`src/rtl/mux_bist_diag_if.sv`:
```
// Bundle of the BIST control, result and mux-under-test signals.
interface mux_bist_diag_if #(
    parameter int unsigned SEL_W = 1,
    parameter int unsigned CNT_W = 16
);
    localparam int unsigned N = 1 << SEL_W;
    localparam int unsigned V = SEL_W + N;

    logic             start;
    logic             abort;
    logic [N-1:0]     dut_data;
    logic [SEL_W-1:0] dut_sel;
    logic             dut_out;
    logic             busy;
    logic             done;
    logic [CNT_W-1:0] fail_count;
    logic             first_fail_vld;
    logic [V-1:0]     first_fail_vec;
    logic [N-1:0]     suspect_mask;
    logic [1:0]       fault_class;

    // BIST controller side
    modport master (
        input  start, abort, dut_out,
        output dut_data, dut_sel, busy, done, fail_count,
               first_fail_vld, first_fail_vec, suspect_mask, fault_class
    );

    // Environment side: run control, mux under test and result consumer
    modport slave (
        output start, abort, dut_out,
        input  dut_data, dut_sel, busy, done, fail_count,
               first_fail_vld, first_fail_vec, suspect_mask, fault_class
    );
endinterface

```
`src/rtl/mux_bist_diag.sv`:
```
// Exhaustive self-test and fault localisation for a 2^SEL_W:1 single-bit mux.
module mux_bist_diag #(
    parameter int unsigned SEL_W  = 1,
    parameter int unsigned SETTLE = 1,
    parameter int unsigned CNT_W  = 16
) (
    input  logic           clk,
    input  logic           rst,
    mux_bist_diag_if.master bus
);
    localparam int unsigned N     = 1 << SEL_W;
    localparam int unsigned V     = SEL_W + N;
    localparam int unsigned SET_W = (SETTLE > 1) ? $clog2(SETTLE) : 1;

    typedef enum logic [1:0] {
        IDLE   = 2'd0,
        APPLY  = 2'd1,
        SAMPLE = 2'd2,
        DONE   = 2'd3
    } state_t;

    state_t           state;
    logic [V-1:0]     vec;
    logic [SET_W-1:0] settle_cnt;
    logic             s0;
    logic             s1;

    logic             golden;
    logic             sample_fail;
    logic [CNT_W-1:0] nxt_count;
    logic [N-1:0]     nxt_mask;
    logic             nxt_s0;
    logic             nxt_s1;
    logic             mask_onehot;
    logic [1:0]       nxt_class;

    // Golden compare of the current vector and the result updates it would cause
    always_comb begin
        golden      = bus.dut_data[bus.dut_sel];
        sample_fail = (state == SAMPLE) && (bus.dut_out != golden);
        nxt_count   = bus.fail_count;
        nxt_mask    = bus.suspect_mask;
        nxt_s0      = s0;
        nxt_s1      = s1;
        if (sample_fail) begin
            if (bus.fail_count != {CNT_W{1'b1}}) begin
                nxt_count = bus.fail_count + CNT_W'(1);
            end
            nxt_mask = bus.suspect_mask & (N'(1) << bus.dut_sel);
            nxt_s0   = s0 | golden;
            nxt_s1   = s1 | ~golden;
        end
        mask_onehot = (nxt_mask != '0) && ((nxt_mask & (nxt_mask - N'(1))) == '0);
        if (nxt_count == '0) begin
            nxt_class = 2'b00;
        end else if (mask_onehot && nxt_s0 && !nxt_s1) begin
            nxt_class = 2'b01;
        end else if (mask_onehot && nxt_s1 && !nxt_s0) begin
            nxt_class = 2'b10;
        end else begin
            nxt_class = 2'b11;
        end
    end

    // Run sequencing, vector drive and result registers
    always_ff @(posedge clk or posedge rst) begin
        if (rst) begin
            state              <= IDLE;
            vec                <= '0;
            settle_cnt         <= '0;
            s0                 <= 1'b0;
            s1                 <= 1'b0;
            bus.dut_data       <= '0;
            bus.dut_sel        <= '0;
            bus.busy           <= 1'b0;
            bus.done           <= 1'b0;
            bus.fail_count     <= '0;
            bus.first_fail_vld <= 1'b0;
            bus.first_fail_vec <= '0;
            bus.suspect_mask   <= '1;
            bus.fault_class    <= 2'b00;
        end else begin
            case (state)
                IDLE, DONE: begin
                    if (bus.start) begin
                        state              <= APPLY;
                        vec                <= '0;
                        settle_cnt         <= '0;
                        s0                 <= 1'b0;
                        s1                 <= 1'b0;
                        bus.dut_data       <= '0;
                        bus.dut_sel        <= '0;
                        bus.busy           <= 1'b1;
                        bus.done           <= 1'b0;
                        bus.fail_count     <= '0;
                        bus.first_fail_vld <= 1'b0;
                        bus.first_fail_vec <= '0;
                        bus.suspect_mask   <= '1;
                        bus.fault_class    <= 2'b00;
                    end
                end
                APPLY: begin
                    if (bus.abort) begin
                        state      <= IDLE;
                        settle_cnt <= '0;
                        bus.busy   <= 1'b0;
                        bus.done   <= 1'b0;
                    end else if (settle_cnt == SET_W'(SETTLE - 1)) begin
                        settle_cnt <= '0;
                        state      <= SAMPLE;
                    end else begin
                        settle_cnt <= settle_cnt + SET_W'(1);
                    end
                end
                SAMPLE: begin
                    if (bus.abort) begin
                        state    <= IDLE;
                        bus.busy <= 1'b0;
                        bus.done <= 1'b0;
                    end else begin
                        bus.fail_count   <= nxt_count;
                        bus.suspect_mask <= nxt_mask;
                        s0               <= nxt_s0;
                        s1               <= nxt_s1;
                        if (sample_fail && !bus.first_fail_vld) begin
                            bus.first_fail_vld <= 1'b1;
                            bus.first_fail_vec <= vec;
                        end
                        if (vec == {V{1'b1}}) begin
                            state           <= DONE;
                            bus.busy        <= 1'b0;
                            bus.done        <= 1'b1;
                            bus.fault_class <= nxt_class;
                        end else begin
                            state                        <= APPLY;
                            vec                          <= vec + V'(1);
                            {bus.dut_sel, bus.dut_data}  <= vec + V'(1);
                        end
                    end
                end
                default: state <= IDLE;
            endcase
        end
    end
endmodule

```
`src/flat_wrapper.sv`:
```
// flat-port wrapper written by rule: the top's interface ports become plain ports
module mux_bist_diag_flat 
#(
    parameter int unsigned SEL_W  = 1,
    parameter int unsigned SETTLE = 1,
    parameter int unsigned CNT_W  = 16
)
  (clk, rst, bus_start, bus_abort, bus_dut_out, bus_dut_data, bus_dut_sel, bus_busy, bus_done, bus_fail_count, bus_first_fail_vld, bus_first_fail_vec, bus_suspect_mask, bus_fault_class);
  mux_bist_diag_if #(.SEL_W(SEL_W), .CNT_W(CNT_W)) bus_i ();
  input  logic clk;
  input  logic rst;
  input wire logic [$bits(bus_i.start)-1:0] bus_start;
  input wire logic [$bits(bus_i.abort)-1:0] bus_abort;
  input wire logic [$bits(bus_i.dut_out)-1:0] bus_dut_out;
  output wire logic [$bits(bus_i.dut_data)-1:0] bus_dut_data;
  output wire logic [$bits(bus_i.dut_sel)-1:0] bus_dut_sel;
  output wire logic [$bits(bus_i.busy)-1:0] bus_busy;
  output wire logic [$bits(bus_i.done)-1:0] bus_done;
  output wire logic [$bits(bus_i.fail_count)-1:0] bus_fail_count;
  output wire logic [$bits(bus_i.first_fail_vld)-1:0] bus_first_fail_vld;
  output wire logic [$bits(bus_i.first_fail_vec)-1:0] bus_first_fail_vec;
  output wire logic [$bits(bus_i.suspect_mask)-1:0] bus_suspect_mask;
  output wire logic [$bits(bus_i.fault_class)-1:0] bus_fault_class;
  assign bus_i.start = bus_start;
  assign bus_i.abort = bus_abort;
  assign bus_i.dut_out = bus_dut_out;
  assign bus_dut_data = bus_i.dut_data;
  assign bus_dut_sel = bus_i.dut_sel;
  assign bus_busy = bus_i.busy;
  assign bus_done = bus_i.done;
  assign bus_fail_count = bus_i.fail_count;
  assign bus_first_fail_vld = bus_i.first_fail_vld;
  assign bus_first_fail_vec = bus_i.first_fail_vec;
  assign bus_suspect_mask = bus_i.suspect_mask;
  assign bus_fault_class = bus_i.fault_class;
  mux_bist_diag #(.SEL_W(SEL_W), .SETTLE(SETTLE), .CNT_W(CNT_W)) u_core (.clk(clk), .rst(rst), .bus(bus_i));
endmodule
```
`config.mk`:
```
export PLATFORM = sky130hd
export DESIGN_NAME = mux_bist_diag_flat
export DESIGN_NICKNAME = d
export VERILOG_FILES = /design/src/rtl/mux_bist_diag_if.sv /design/src/rtl/mux_bist_diag.sv /design/src/flat_wrapper.sv
export SDC_FILE = /design/constraint.sdc
export NUM_CORES = 1
export LEC_CHECK = 0
export ABC_AREA = 1
export ABC_CLOCK_PERIOD_IN_PS = 3200
export CAP_MARGIN = 20
export CELL_PAD_IN_SITES_DETAIL_PLACEMENT = 2
export CELL_PAD_IN_SITES_GLOBAL_PLACEMENT = 2
export CORE_ASPECT_RATIO = 0.6
export CORE_UTILIZATION = 33
export CTS_CLUSTER_SIZE = 30
export DETAILED_ROUTE_END_ITERATION = 10
export PLACE_DENSITY = 0.88
export SLEW_MARGIN = 20
export SYNTH_ARGS = -nofsm -noshare
export SYNTH_HDL_FRONTEND = slang
export SYNTH_SLANG_ARGS = --single-unit
export TNS_END_PERCENT = 5
```
`constraint.sdc`:
```
create_clock -name clk -period 3.2 [get_ports clk]
set_input_delay 0.64 -clock clk [delete_from_list [all_inputs] [get_ports clk]]
set_output_delay 0.64 -clock clk [all_outputs]
set_load 0.01 [all_outputs]
```
==> out/metrics.yaml, run 1 <==
final_layout:
  fin_nets: 376
  nFillCells: 795
  mostFrequentLayoutCell: "nand2_1"
  drive_above_1_share_pct: 10.1
  layout_common_cells: "102 x nand2_1, 41 x inv_1, 33 x o21ai_0, 33 x clkdlybuf4s50_1, 32 x nor2_1"
  syn2layout_area_growth_pct: 25.5
  antennaDiodeCount: 0
sta:
  layout_setup_ws_ps: 689
  period_minus_slack_ps: 2510
  hold_violations: 0
  fin_crit_sh_pct: 78.5
  worstMarginPinSlew_ps: 540
  setup_violations: 0
  clock.fmax_mhz: 398
  final.setup.tns_ps: 0
  grt_setup_unrepaired: "no"
  finalClockSkew_ps: 6.73
  final_max_slew_viol_count: 0
  relSlewSlack_pct: 63.9
critical_path:
  slowest_stage: "clkdlybuf4s50_1"
  required_ps: 3360
  critPathTopFamily: "simple AND/OR/NAND/NOR gates"
  max_stage_delay_ps: 570
  crit_buf_inv: 2
  crit_fanout: 11
  worstSetupStartpointType: "input pin"
  cp.arrival_ps: 2670
  path_common_cell: "nand2_1"
  crit_path_end_kind: "register"
  path_cells: "clkdlybuf4s50_1, inv_1, nand3_1, nand3_1, nand2_1, nand2_1, nor2_1, nand3_1, nor2_1, nand2_1, nand2_1, nand2_1"
  path_class: "in2reg"
routing:
  first_pass_iters: 4
  ant_nets: 0
  drt_iter0_markers: 127
  drc_errors: 0
  post_drt_wl_per_cell_um: 19.1
  vias: 2378
  vias_per_cell: 5.24
  wirelength_mm: 8.68
floorplanning:
  die_w_um: 110
  die_area_um2: 7320
  ioPinCount: 34
  chipHeight_um: 66.7
  initial_core_util_pct: 34.3
  core_um2: 6710
  fp-row-count: 23
clocking:
  cts_tree: "done"
  clkLatencyLatePin_ps: 280
  cts_made_buffers: 5
  htreeDepth: 2
  clkTransAtPathRegs_ps: 60
  postCtsResizedCells: 0
  hold_buffers: 0
  clock_path_buffers: 2
  cts_setup_buffers: 0
  clock-sinks: 33
  cts-root-buf: "clkbuf_16"
run_status:
  status: "finished clean"
power_and_ir_drop:
  p_leak_nw: 1.38
  seq_power_share_pct: 30.0
  power_frac_clock_pct: 35.8
  p_per_area_nw_per_um2: 568
  switching_share_pct: 38.4
  combPwrFrac_pct: 34.1
  p_int_mw: 1.01
  p_total_mw: 1.64
  power_switching_mw: 0.629
  irDropWorstVdd_v: 0.000304
place:
  place_hpwl_mm: 6.32
  dp_slack_ps: 497
  portBuffers: 33
  place_congestion: 0.793
min_path:
  holdCritPathClass: "reg2reg"
yosys:
  syn_nets: 340
  synth_warnings: 0
  synth_flop_cell: "dfrtp_1"
  synth_area_um2: 2300
  synth_edf_count: 0
  synth_cells: 330
  ys_seq_area_share_pct: 36.0
  ys_seq_elements: 33
  synth_area_per_cell_um2: 6.97
  ys_types: 34
  async_flop_share_pct: 100
global_routing:
  grt_pass1_vias: 2554
  grt_start_max_net_pins: 34
  grt_pass1_wl_mm: 14.0
  antenna_found_initial: 0
  grt-ovfl-total: 0
  track_usage_pct: 25.9
job:
  drv_cap: 0
==> registers in the layout (all words and copies together) (netlist names), 2 cells and up <==
name and flops:
u_core.bus.fault_class 2, u_core.state 2, u_core.bus.first_fail_vec 3, u_core.bus.fail_count 16, u_core.vec 2, u_core.bus.suspect_mask 2
==> final timing paths <==
kind                                 start  slack, ps                          to  depth (start not counted)
setup / recovery               bus_dut_out        690   u_core.bus.fault_class[0]                         12
hold / removal             u_core.bus.busy        500             u_core.bus.busy                          2
setup reg to reg           u_core.state[0]        760   u_core.bus.fault_class[0]                         13
hold reg to reg            u_core.bus.busy        500             u_core.bus.busy                          2
max in group asynchronous              rst       2040  u_core.bus.suspect_mask[0]                          3
min in group asynchronous              rst        800                   u_core.s0                          3
==> metal layers <==
metal / vias up / track usage, % / routed length [µm]
met1: 1208 / 39.1 / 4580
met5: - / 0 / 0
met2: 41 / 38.8 / 3810
li1: 1125 / - / -
met4: 0 / 3.17 / 24
met3: 4 / 4.50 / 264
==> stage by stage <==
| step | std cells | cell area, µm² | hold WS, ps | util (%) |
|---|---|---|---|---|
| 5_1_grt | 454 | 2890 | 516 | 43.1 |
| 6_report | 454 | 2890 | 499 | 43.1 |
| 4_1_cts | 454 | 2890 | 505 | 43.1 |
| 3_5_place_dp | 446 | 2710 | 487 | 40.4 |
| 3_3_place_gp | 446 | 2710 | 468 | 40.4 |
| 2_1_floorplan | 330 | 2300 | 506 | - |
==> worst min-delay path, stage by stage (launching register included) <==
cell     delay, ps
dfrtp_1        350
nand2_1         50
o21ai_0         60
==> logic make-up after synthesis <==
logic type                 Yosys count  synth area share (%)
xor gates and xnor gates             5                  2.23
and+or+nand+nor                    183                  36.9
adders and majority gates            5                  2.72
AOI/OAI and AO/OA                   54                  13.1
buffers and inverters               50                  9.08
DFF                                 33                  36.0
==> Yosys cell counts (4+ instances only) <==
master / n / area (µm²)
inv_1: 41 / 154
nand4_1: 5 / 31.3
o21ai_1: 4 / 20.0
dfrtp_1: 31 / 776
nand2_2: 7 / 43.8
a21oi_1: 6 / 30.0
o21ai_0: 33 / 165
nand3_1: 23 / 115
nor2_4: 5 / 56.3
o22ai_1: 4 / 25.0
nor2_1: 32 / 120
nand2_1: 102 / 383
ha_1: 5 / 62.6
==> power by group through the flow <==
stage | logic, mW | clock network, mW | registers, mW
6_report | 0.560 | 0.588 | 0.493
5_1_grt | 0.620 | 0.613 | 0.497
4_1_cts | 0.560 | 0.596 | 0.493
3_5_place_dp | 0.552 | 0 | 0.499
3_3_place_gp | 0.524 | 0 | 0.496
2_1_floorplan | 0.358 | 0 | 0.499
==> cell type report <==
class	count	area, µm²	share of cell area [%]
clock buffer	6	139	4.81
clock inverter	2	37.5	1.30
inverter	44	165	5.72
multi-input combinational	247	1260	43.8
sequential	33	828	28.7
tap	87	109	3.77
timing repair buffer	35	345	12.0
Power figures use the tool's default switching activity.
==> inputs of run 2 (changes only) <==
--- a/config.mk
+++ b/config.mk
@@ -6,15 +6,15 @@
 export NUM_CORES = 1
 export LEC_CHECK = 0
 export ABC_AREA = 1
-export ABC_CLOCK_PERIOD_IN_PS = 3200
+export ABC_CLOCK_PERIOD_IN_PS = 2300
 export CAP_MARGIN = 20
 export CELL_PAD_IN_SITES_DETAIL_PLACEMENT = 2
 export CELL_PAD_IN_SITES_GLOBAL_PLACEMENT = 2
 export CORE_ASPECT_RATIO = 0.6
-export CORE_UTILIZATION = 33
+export CORE_UTILIZATION = 27
 export CTS_CLUSTER_SIZE = 30
 export DETAILED_ROUTE_END_ITERATION = 10
-export PLACE_DENSITY = 0.88
+export PLACE_DENSITY = 0.77
 export SLEW_MARGIN = 20
 export SYNTH_ARGS = -nofsm -noshare
 export SYNTH_HDL_FRONTEND = slang
==> constraint.sdc (replaced) <==
create_clock -name clk -period 2.3 [get_ports clk]
set_input_delay 0.46 -clock clk [delete_from_list [all_inputs] [get_ports clk]]
set_output_delay 0.46 -clock clk [all_outputs]
set_load 0.01 [all_outputs]
==> run 2 against run 1 <==
Design area up 3.7%. First-iteration DRC count is 28% lower. Routed wire length increased by 0.29%. Power up 44%. Combinational power up 53%. Sequential share of layout area is 1.0 points lower. Worst setup slack got worse by 480 ps. Largest cell class unchanged.
==> out/metrics.yaml, run 2 (synthesis results as in run 1) <==
final_layout:
  top_register: "u_core.bus.fail_count"
  fin_nets: 382
  syn2layout_area_growth_pct: 30.1
  drive_above_1_share_pct: 12.6
  mostFrequentLayoutCell: "nand2_1"
  layout_common_cells: "102 x nand2_1, 41 x inv_1, 32 x o21ai_0, 32 x clkdlybuf4s50_1, 31 x dfrtp_1"
  reg_top3: "u_core.bus.fail_count (16), u_core.bus.first_fail_vec (3)"
  largest_reg_flops: 16
  antennaDiodeCount: 0
sta:
  final_max_slew_viol_count: 0
  relSlewSlack_pct: 68.4
  final.setup.tns_ps: 0
  setup_violations: 0
  fin_crit_sh_pct: 91.1
  layout_setup_ws_ps: 206
  period_minus_slack_ps: 2090
  hold_violations: 0
  clock.fmax_mhz: 477
  finalClockSkew_ps: 4.26
  grt_setup_unrepaired: "no"
  worstMarginPinSlew_ps: 473
global_routing:
  grt_start_max_net_pins: 34
  grt-ovfl-total: 0
  grt_pass1_wl_mm: 14.0
  track_usage_pct: 21.2
  antenna_found_initial: 0
  grt_pass1_vias: 2497
floorplanning:
  ioPinCount: 34
  initial_core_util_pct: 28.5
  core_um2: 8070
  die_w_um: 121
  chipHeight_um: 73.5
  fp-row-count: 25
  die_area_um2: 8910
job:
  drv_cap: 0
clocking:
  cts-root-buf: "clkbuf_16"
  clock_path_buffers: 2
  hold_buffers: 0
  htreeDepth: 2
  cts_tree: "done"
  clkTransAtPathRegs_ps: 60
  cts_made_buffers: 5
  clock-sinks: 33
  clkLatencyLatePin_ps: 290
  postCtsResizedCells: 0
  cts_setup_buffers: 0
routing:
  vias_per_cell: 4.89
  first_pass_iters: 4
  post_drt_wl_per_cell_um: 18.1
  drc_errors: 0
  ant_nets: 0
  wirelength_mm: 8.70
  drt_iter0_markers: 92
  vias: 2353
power_and_ir_drop:
  p_per_area_nw_per_um2: 790
  p_leak_nw: 1.42
  irDropWorstVdd_v: 0.000317
  p_total_mw: 2.36
run_status:
  status: "finished clean"
place:
  portBuffers: 33
  place_congestion: 0.809
  dp_slack_ps: -129
  place_hpwl_mm: 6.57
critical_path:
  cp.arrival_ps: 2260
  crit_path_end_kind: "register"
  path_class: "reg2reg"
  required_ps: 2470
  crit_fanout: 15
  worstSetupStartpointType: "register"
min_path:
  holdCritPathClass: "reg2reg"
[run 2: cell count changes in the layout (fill, tap and decap cells not counted), sizes merged]
cell,before,now
clkdlybuf4s50,33,32
buf,2,8
dlymetal6s2s,0,1
[run 2: metal layers]
| layer | vias to the layer above | wire (µm) | track usage, % |
|---|---|---|---|
| met3 | 7 | 272 | 3.80 |
| met4 | 0 | 48 | 3.57 |
| li1 | 1143 | - | - |
| met5 | - | 0 | 0 |
| met2 | 32 | 3550 | 30.0 |
| met1 | 1171 | 4830 | 33.1 |
[run 2: worst paths after layout]
kind                                      start  slack, ps                            to  depth (start not counted)
worst max-delay path            u_core.state[0]        210                 u_core.vec[0]                         11
worst min-delay path            u_core.bus.busy        490               u_core.bus.busy                          2
worst max register to register  u_core.state[0]        210                 u_core.vec[0]                         11
worst min register to register  u_core.bus.busy        490               u_core.bus.busy                          2
max in group asynchronous                   rst       1370    u_core.bus.suspect_mask[1]                          3
min in group asynchronous                   rst        580  u_core.bus.first_fail_vec[1]                          3
[run 2: power breakdown]
group / internal (mW) / switching (mW)
registers: 0.633 / 0.0473
logic: 0.282 / 0.576
clock network: 0.541 / 0.285
total: 1.46 / 0.909
[run 2: final cells by class]
| type | instances | area [µm²] |
|---|---|---|
| clock buffer | 6 | 139 |
| clock inverter | 2 | 37.5 |
| fill | 961 | 5080 |
| inverter | 44 | 165 |
| multi-input combinational | 247 | 1280 |
| sequential | 33 | 828 |
| tap | 108 | 135 |
| timing repair buffer | 41 | 405 |
[run 2: per-stage QoR]
stage                     hold WS [ps]  util [%]  area (µm²)  instances
after floorplan                    506         -        2300        330
after global placement             466      34.6        2800        473
after detailed placement           478      34.6        2800        473
after CTS                          496      36.8        2970        481
after global routing               517      37.1        2990        481
final                              488      37.1        2990        481
[run 2: critical path: stages, from the launching register on]
cell and delay (ps):
dfrtp_1 380, inv_1 120, ha_4 190, inv_2 100, nor2_1 110, inv_1 100
nor2_4 100, inv_2 90, nand2_2 290, inv_1 190, o21ai_0 200, o21ai_1 90
==> inputs of run 3 (changes only) <==
--- a/config.mk
+++ b/config.mk
@@ -14,9 +14,8 @@
 export CORE_UTILIZATION = 27
 export CTS_CLUSTER_SIZE = 30
 export DETAILED_ROUTE_END_ITERATION = 10
-export PLACE_DENSITY = 0.77
+export PLACE_DENSITY_LB_ADDON = 0.1
 export SLEW_MARGIN = 20
 export SYNTH_ARGS = -nofsm -noshare
 export SYNTH_HDL_FRONTEND = slang
 export SYNTH_SLANG_ARGS = --single-unit
-export TNS_END_PERCENT = 5
==> run 3 against run 2 <==
Critical path depth up 3. Global-route usage down 0.26 points. Combinational power down 2%. Clock power down 16%. Non-clock buffer count unchanged. Fmax up 0.36%. Sequential share of layout area up 0.45 points. Register-to-register slack about the same. Cell count unchanged. First-iteration DRC count up 4.3%. Via count up 0.47%. Flip-flop and latch count unchanged. Critical endpoint is now u_core.bus.fault_class[1].
==> out/metrics.yaml, run 3 (synthesis results as in run 1) <==
sta:
  worstMarginPinSlew_ps: 466
  setup_violations: 0
  final.setup.tns_ps: 0
  fin_crit_sh_pct: 90.7
  period_minus_slack_ps: 2090
  grt_setup_unrepaired: "no"
  finalClockSkew_ps: 2.45
  clock.fmax_mhz: 479
  relSlewSlack_pct: 68.9
  final_max_slew_viol_count: 0
  hold_violations: 0
min_path:
  hold_depth: 2
  holdCritPathClass: "reg2reg"
  hp-start: "u_core.bus.fault_class[0]"
  whs_endpoint: "u_core.bus.fault_class[0]"
floorplanning:
  die_w_um: 121
  fp-row-count: 25
  initial_core_util_pct: 28.5
  ioPinCount: 34
  chipHeight_um: 73.5
  die_area_um2: 8910
  core_um2: 8070
routing:
  drt_iter0_markers: 96
  drc_errors: 0
  first_pass_iters: 4
  ant_nets: 0
  wirelength_mm: 8.41
  vias_per_cell: 4.91
  vias: 2364
  post_drt_wl_per_cell_um: 17.5
global_routing:
  grt_pass1_vias: 2539
  antenna_found_initial: 0
  grt_start_max_net_pins: 34
  track_usage_pct: 20.9
  grt_pass1_wl_mm: 13.9
  grt-ovfl-total: 0
clocking:
  clkLatencyLatePin_ps: 280
  cts-root-buf: "clkbuf_16"
  cts_made_buffers: 5
  cts_tree: "done"
  clkTransAtPathRegs_ps: 60
  clock-sinks: 33
  htreeDepth: 2
  hold_buffers: 0
  clock_path_buffers: 2
run_status:
  status: "finished clean"
critical_path:
  path_class: "reg2reg"
  cp-startpoint: "u_core.bus.fail_count[1]"
  crit_path_end_kind: "register"
  reg2regPathDepth: 14
  crit_fanout: 5
  r2r_start: "u_core.bus.fail_count[1]"
  worstSetupStartpointType: "register"
  required_ps: 2470
  worstReg2RegEnd: "u_core.bus.fault_class[1]"
  r2r_slack_ps: 210
  cp.arrival_ps: 2260
power_and_ir_drop:
  p_per_area_nw_per_um2: 752
  irDropWorstVdd_v: 0.000272
  p_leak_nw: 1.39
place:
  place_hpwl_mm: 6.46
  dpl.cell_count: 473
  portBuffers: 33
  place_congestion: 0.770
final_layout:
  reg_top3: "u_core.bus.fail_count (16), u_core.bus.first_fail_vec (3)"
  ff_latch_area_um2: 830
  drive_above_1_share_pct: 12.1
  multiInputGateArea_um2: 1270
  nFillCells: 981
  top_register: "u_core.bus.fail_count"
  largest_reg_flops: 16
  fin_cells: 481
  antennaDiodeCount: 0
  layout_common_cells: "102 x nand2_1, 41 x inv_1, 33 x o21ai_0, 33 x clkdlybuf4s50_1, 31 x nor2_1"
  fin_nets: 382
  mostFrequentLayoutCell: "nand2_1"
  syn2layout_area_growth_pct: 28.2
job:
  drv_cap: 0
run 3: cell count changes in the layout (fill, tap and decap cells not counted), moves of 2 or more:
cell	delta
nor2_1	+2
ha_2	+2
nor2_2	-2
clkbuf_1	+2
run 3: layout make-up:
| cell class | count | area share [%] |
|---|---|---|
| Tap cell | 108 | 4.58 |
| Timing Repair Buffer | 41 | 13.7 |
| Multi-Input combinational cell | 247 | 43.1 |
| Sequential cell | 33 | 28.1 |
| Clock buffer | 8 | 4.96 |
| Inverter | 44 | 5.60 |
run 3: worst max-delay path by stage:
stage,end,slack (ps)
floorplan,u_core.bus.fault_class[0],510
global placement,u_core.bus.fault_class[0],-60
detailed placement,u_core.bus.fault_class[1],-70
CTS,u_core.bus.fault_class[1],120
global route,u_core.bus.fault_class[1],10
finish,u_core.bus.fault_class[1],210
run 3: timing repair:
action,4_1_cts,5_1_grt
buffers inserted,0,0
endpoints found under the setup margin,0,2
gates resized for setup,0,4
endpoints found under the hold margin,0,0
run 3: report_power, final:
part / switching [mW] / leakage, nW / total [mW] / internal, mW
combinational: 0.557 / 0.876 / 0.841 / 0.284
clock: 0.265 / 0.0712 / 0.697 / 0.432
sequential: 0.0487 / 0.447 / 0.682 / 0.633
total: 0.870 / 1.39 / 2.22 / 1.35
run 3: through the flow:
stage	total power, mW	worst slack, ps	instance area [µm²]	utilization (%)	hold slack, ps
finish	2.22	213	2950	36.6	491
global route	2.36	13.9	2950	36.6	506
CTS	2.24	118	2940	36.4	494
detailed placement	1.52	-66.0	2800	34.6	480
global placement	1.50	-58.8	2800	34.6	470
floorplan	1.19	515	2300	-	506
run 3: worst max-delay path: stages, from the launching register on:
cell	delay, ps
dfrtp_2	410
ha_2	240
nand3_1	160
nor2_1	290
nand3_1	130
nand2_1	80
nand2_1	50
nor2_1	90
nor2_1	70
nor2_1	100
nand2_1	70
nor2_1	90
nand2_1	70
nand2_1	70
nand2_1	50
run 3: layer usage:
| layer | vias up | part of all wire, % | GRT usage (%) |
|---|---|---|---|
| met1 | 1184 | 57 | 32.2 |
| met2 | 31 | 40 | 30.3 |
| met4 | 0 | 0.69 | 3.84 |
| met5 | - | 0 | 0 |
| li1 | 1142 | - | - |
| met3 | 7 | 2.4 | 3.49 |
